$ cat config.mk
export PLATFORM = sky130hd
export DESIGN_NAME = input_memory_fetch
export DESIGN_NICKNAME = d
export VERILOG_FILES = /design/src/rtl/input_memory_fetch.sv
export SDC_FILE = /design/constraint.sdc
export NUM_CORES = 1
export LEC_CHECK = 0
export ABC_CLOCK_PERIOD_IN_PS = 1950
export BUFFER_PORTS_ARGS = -buffer_cell sky130_fd_sc_hd__buf_2
export CAP_MARGIN = 20
export CORE_MARGIN = 3
export CORE_UTILIZATION = 40
export CTS_CLUSTER_SIZE = 28
export DETAILED_ROUTE_END_ITERATION = 6
export HOLD_SLACK_MARGIN = 0.02
export SYNTH_ARGS = -nofsm -noshare
export SYNTH_HDL_FRONTEND = slang
export SYNTH_SLANG_ARGS = --single-unit
$ cat constraint.sdc
create_clock -name clk -period 1.95 [get_ports clk]
set_clock_uncertainty 0.1 [all_clocks]
set_input_delay 0.0975 -clock clk [delete_from_list [all_inputs] [get_ports clk]]
set_output_delay 0.0975 -clock clk [all_outputs]
set_load 0.1 [all_outputs]
$ cat src/rtl/input_memory_fetch.sv
// Burst read sequencer: streams sequential input-memory words to the core.
// A credit-limited return FIFO absorbs read latency and backpressure.
module input_memory_fetch #(
  parameter int ADD_SIZE   = 12,
  parameter int DATA_SIZE  = 108,
  parameter int FIFO_DEPTH = 4
) (
  input  logic                  clk,
  input  logic                  rst,
  input  logic                  start,
  input  logic [ADD_SIZE-1:0]   base_address,
  input  logic [ADD_SIZE:0]     word_count,
  output logic                  busy,
  output logic                  done,
  output logic                  mem_read_en,
  output logic [ADD_SIZE-1:0]   mem_read_address,
  input  logic [DATA_SIZE-1:0]  mem_read_data,
  output logic                  out_valid,
  input  logic                  out_ready,
  output logic [DATA_SIZE-1:0]  out_data,
  output logic                  out_last
);

  localparam int PW = $clog2(FIFO_DEPTH);
  localparam logic [PW+1:0] DEPTH = (PW+2)'(FIFO_DEPTH);
  localparam logic [ADD_SIZE:0] CNT_ONE = (ADD_SIZE+1)'(1);

  typedef enum logic [1:0] {IDLE, FETCH, DRAIN} state_t;

  state_t state, state_n;
  logic [ADD_SIZE:0]   left, left_n;
  logic [ADD_SIZE-1:0] addr_n;
  logic                en_n, en_last, en_last_n;
  logic                ret, ret_last;
  logic                done_n;

  logic [DATA_SIZE-1:0] fdata [FIFO_DEPTH];
  logic                 flast [FIFO_DEPTH];
  logic [PW-1:0]        wr_ptr, rd_ptr;
  logic [PW:0]          occ, occ_n;
  logic [PW+1:0]        used;
  logic                 push, pop, last_pop, credit_ok;

  assign push      = ret;
  assign pop       = out_valid & out_ready;
  assign last_pop  = pop & out_last;
  assign out_data  = fdata[rd_ptr];
  assign out_last  = flast[rd_ptr];

  // Entries already held plus reads that will land before a new one would.
  assign used = {1'b0, occ}
              + {{(PW+1){1'b0}}, ret}
              + {{(PW+1){1'b0}}, mem_read_en};
  assign credit_ok = used < DEPTH;

  always_comb begin
    occ_n = occ;
    if (push && !pop)      occ_n = occ + 1'b1;
    else if (!push && pop) occ_n = occ - 1'b1;
  end

  always_comb begin
    state_n   = state;
    left_n    = left;
    addr_n    = mem_read_address;
    en_n      = 1'b0;
    en_last_n = 1'b0;
    done_n    = 1'b0;
    unique case (state)
      IDLE: begin
        if (start) begin
          if (word_count == '0) begin
            done_n = 1'b1;
          end else begin
            state_n   = FETCH;
            en_n      = 1'b1;
            addr_n    = base_address;
            left_n    = word_count - CNT_ONE;
            en_last_n = (word_count == CNT_ONE);
          end
        end
      end
      FETCH: begin
        if (left == '0) begin
          state_n = DRAIN;
        end else if (credit_ok) begin
          en_n      = 1'b1;
          addr_n    = mem_read_address + 1'b1;
          left_n    = left - CNT_ONE;
          en_last_n = (left == CNT_ONE);
        end
      end
      DRAIN: begin
        if (last_pop) begin
          state_n = IDLE;
          done_n  = 1'b1;
        end
      end
      default: state_n = IDLE;
    endcase
  end

  always_ff @(posedge clk or negedge rst) begin
    if (!rst) begin
      state            <= IDLE;
      left             <= '0;
      busy             <= 1'b0;
      done             <= 1'b0;
      mem_read_en      <= 1'b0;
      mem_read_address <= '0;
      en_last          <= 1'b0;
      ret              <= 1'b0;
      ret_last         <= 1'b0;
    end else begin
      state            <= state_n;
      left             <= left_n;
      busy             <= (state_n != IDLE);
      done             <= done_n;
      mem_read_en      <= en_n;
      mem_read_address <= addr_n;
      en_last          <= en_last_n;
      ret              <= mem_read_en;
      ret_last         <= en_last;
    end
  end

  always_ff @(posedge clk or negedge rst) begin
    if (!rst) begin
      wr_ptr    <= '0;
      rd_ptr    <= '0;
      occ       <= '0;
      out_valid <= 1'b0;
      for (int i = 0; i < FIFO_DEPTH; i++) begin
        fdata[i] <= '0;
        flast[i] <= 1'b0;
      end
    end else begin
      if (push) begin
        fdata[wr_ptr] <= mem_read_data;
        flast[wr_ptr] <= ret_last;
        wr_ptr        <= wr_ptr + 1'b1;
      end
      if (pop) rd_ptr <= rd_ptr + 1'b1;
      occ       <= occ_n;
      out_valid <= (occ_n != '0);
    end
  end

endmodule

==> flow_metrics.env <==
export IMPL_synth_cells=1338
export IMPL_fin_crit_sh_pct=123
export IMPL_design_die_area_sq_mm=0.0556
export IMPL_finalSetupViolCount=116
export IMPL_antenna_cells=0
export IMPL_hold_class="in -> reg"
export IMPL_cp_common_cell="buf_12"
export IMPL_yosysUniqueCellTypes=55
export IMPL_io_pins=262
export IMPL_wl_met1_mm=21.7
export IMPL_core_sq_mm=0.0518
export IMPL_clk_pin_slew_ns=0.06
export IMPL_yosysWarnings=0
export IMPL_final_cell_mix="462 x dfrtp_1, 436 x mux2_2, 151 x buf_2, 139 x dlygate4sd3_1, 109 x mux4_2"
export IMPL_cp_end_kind="output port"
export IMPL_antenna_left=0
export IMPL_wl_per_cell_microns=20.2
export IMPL_worst_slew_pin_slew_ns=0.519
export IMPL_portBuffers=261
export IMPL_synthArstFlopShare_pct=100
export IMPL_startpoint_type="flop"
export IMPL_cts_inserted_buffers=53
export IMPL_holdPathStages=6
export IMPL_layout_drive_gt1_share_pct=57.5
export IMPL_die_x_microns=236
export IMPL_syn_area_sq_mm=0.0211
export IMPL_ys_seq_elements=477
export IMPL_fill_cells=4171
export IMPL_routed_wl_mm=51.1
export IMPL_maxCapViolations=0
export IMPL_reg2reg_depth=7
export IMPL_drtPass1Iterations=4
export IMPL_hold_viol_final=0
export IMPL_final_common_cell="dfrtp_1"
export IMPL_path_cells="buf_12, buf_12, buf_6, mux4_2, buf_12"
export IMPL_grt_max_degree=87
export IMPL_drv_slew=0
export IMPL_final_nets=1965
export IMPL_crit_required_ns=1.75
export IMPL_maxSlewHeadroom_pct=65.6
export IMPL_worstSetupPathType="reg -> out"
export IMPL_run_status="complete, but fails checks"
export IMPL_die_h_microns=236
export IMPL_path_depth=5
export IMPL_violations="setup timing"
export IMPL_drt_iter0_drc=468
export IMPL_grtUsageTotal_pct=18.6
export IMPL_arrival_ns=2.20
export IMPL_fp_row_count=83
export IMPL_synth_nets=1487
export IMPL_wl_met2_mm=26.0
export IMPL_holdWs_ns=0.0370
export IMPL_syn_avg_cell_area_sq_um=15.8
export IMPL_worstSkewPairLatency_ns=0.58
export IMPL_tritoncts="built"
export IMPL_worst_path_largest_cell_delay_ns=0.52
export IMPL_max_freq_mhz=418
export IMPL_cts_sinks=477
export IMPL_hpwlAfterDp_mm=31.0
export IMPL_min_period_ns=2.39
export IMPL_synth_top_cell_area_share_pct=56.5
export IMPL_root_buffer="clkbuf_16"
export IMPL_wl_met3_mm=2.30
export IMPL_ys_seq_area_share_pct=56.5
export IMPL_grt_pass1_vias=14693
export IMPL_dr_total_vias=13319
export IMPL_routed_top_layer="met5"
export IMPL_crit_family="buffers and inverters"
export IMPL_antenna_found_initial=1
export IMPL_cts_htree_levels=2
export IMPL_drc=0
export IMPL_vias_per_cell=5.25
export IMPL_gp_congestion=0.792
export IMPL_grt_pass1_wl_mm=82.7
export IMPL_ys_flop_type="dfrtp_1"
export IMPL_fin_ws_ns=-0.443
export IMPL_syn_to_final_growth_pct=36.4
export IMPL_crit_slowest_cell="mux4_2"
export IMPL_synth_edf_count=0
export IMPL_cp_max_fo=6
export IMPL_critPathBufInv=4
export IMPL_start_util_pct=40.8
export IMPL_yosysTopAreaCell="dfrtp_1"
export IMPL_rsz0062_at_grt="true"
export IMPL_gr_total_overflow=0
export IMPL_synth_area_leaders="dfrtp_1 57%, mux2_2 23%, mux4_2 12%"
export IMPL_clockBufferDepth=3
## per-layer routing
layer  up-vias  global-route usage, %
met4         2                   4.76
met5         -                      0
li1       5977                      -
met3        83                   3.53
met1      7007                   24.0
met2       250                   32.3
## cell type report
class / count / area [sq um] / area share, %
clock inverters: 18 / 163 / 0.565
multi-input cells: 765 / 9020 / 31.3
inverters: 11 / 53.8 / 0.187
repair inverters: 1 / 16.3 / 0.0565
flip-flops and latches: 477 / 12000 / 41.6
repair buffers: 507 / 5200 / 18.0
well taps: 680 / 851 / 2.95
clock buffers: 76 / 1540 / 5.33
## state kept, by name (all words and copies together), names as in the netlist, 2 cells and up
signal / flops
state: 2
occ: 3
wr_ptr: 2
mem_read_address: 12
left: 13
fdata: 432
flast: 4
rd_ptr: 2
## through the flow
stage	setup TNS (ns)	util, %	setup slack, ns	cells	area [sq um]
floorplan	0	-	0.00216	1338	21200
global placement	-1.71	47.7	-0.127	2283	24700
detailed placement	-2.66	47.7	-0.166	2283	24700
CTS	-50.92	55.0	-0.523	2529	28500
global route	-52.85	55.6	-0.524	2535	28800
finish	-42.32	55.6	-0.443	2535	28800
## tightest hold or removal path: stages
cell and delay (ns):
buf_2 0.11, or3b_4 0.14, nor4_4 0.05, buf_4 0.13, nand3b_1 0.08, a21oi_1 0.07
## final timing paths
kind                               startpoint           end  slack (ns)
min in group asynchronous                 rst    fdata[266]        0.08
worst min register to register        en_last      ret_last        0.26
worst min-delay path            word_count[3]          done        0.04
worst max register to register      rd_ptr[0]      state[1]       -0.09
max in group asynchronous                 rst    fdata[415]        1.12
worst max-delay path                rd_ptr[0]  out_data[87]       -0.44
## Yosys cell counts (6+ instances only)
library cell and instances:
buf_2 15, buf_1 8, o21ai_0 24, inv_1 10
nand3_1 14, dfrtp_1 477, nand2_1 29, ha_1 12
xnor2_1 9, mux4_2 109, xor2_1 7, mux2_2 436
nor3_1 14, a31oi_1 6, clkbuf_1 57, a21oi_1 23
nor2_1 17
## cells by family (layout without fill, tap and decap cells)
group           after synthesis  after routing  synth area share [%]
xor+xnor                     16             16                 0.663
simple gates                105            105                  2.58
buf+inv                      96            613                  1.94
flops                       477            477                  56.5
compound gates               84             84                  2.59
mux                         546            546                  34.9
fa+ha+maj                    14             14                 0.806
## timing repair
action / in CTS / in global routing
hold buffers: 140 / 3
pin swaps: 1 / 13
cloned: 3 / 2
endpoints found under the setup margin: 126 / 138
endpoints found under the hold margin: 942 / 3
buffers inserted: 9 / 4
gates resized for setup: 153 / 75
Power is left out: the tool's default activity adds up to more than one toggle a clock period on the data nets, which glitch-free logic cannot reach.
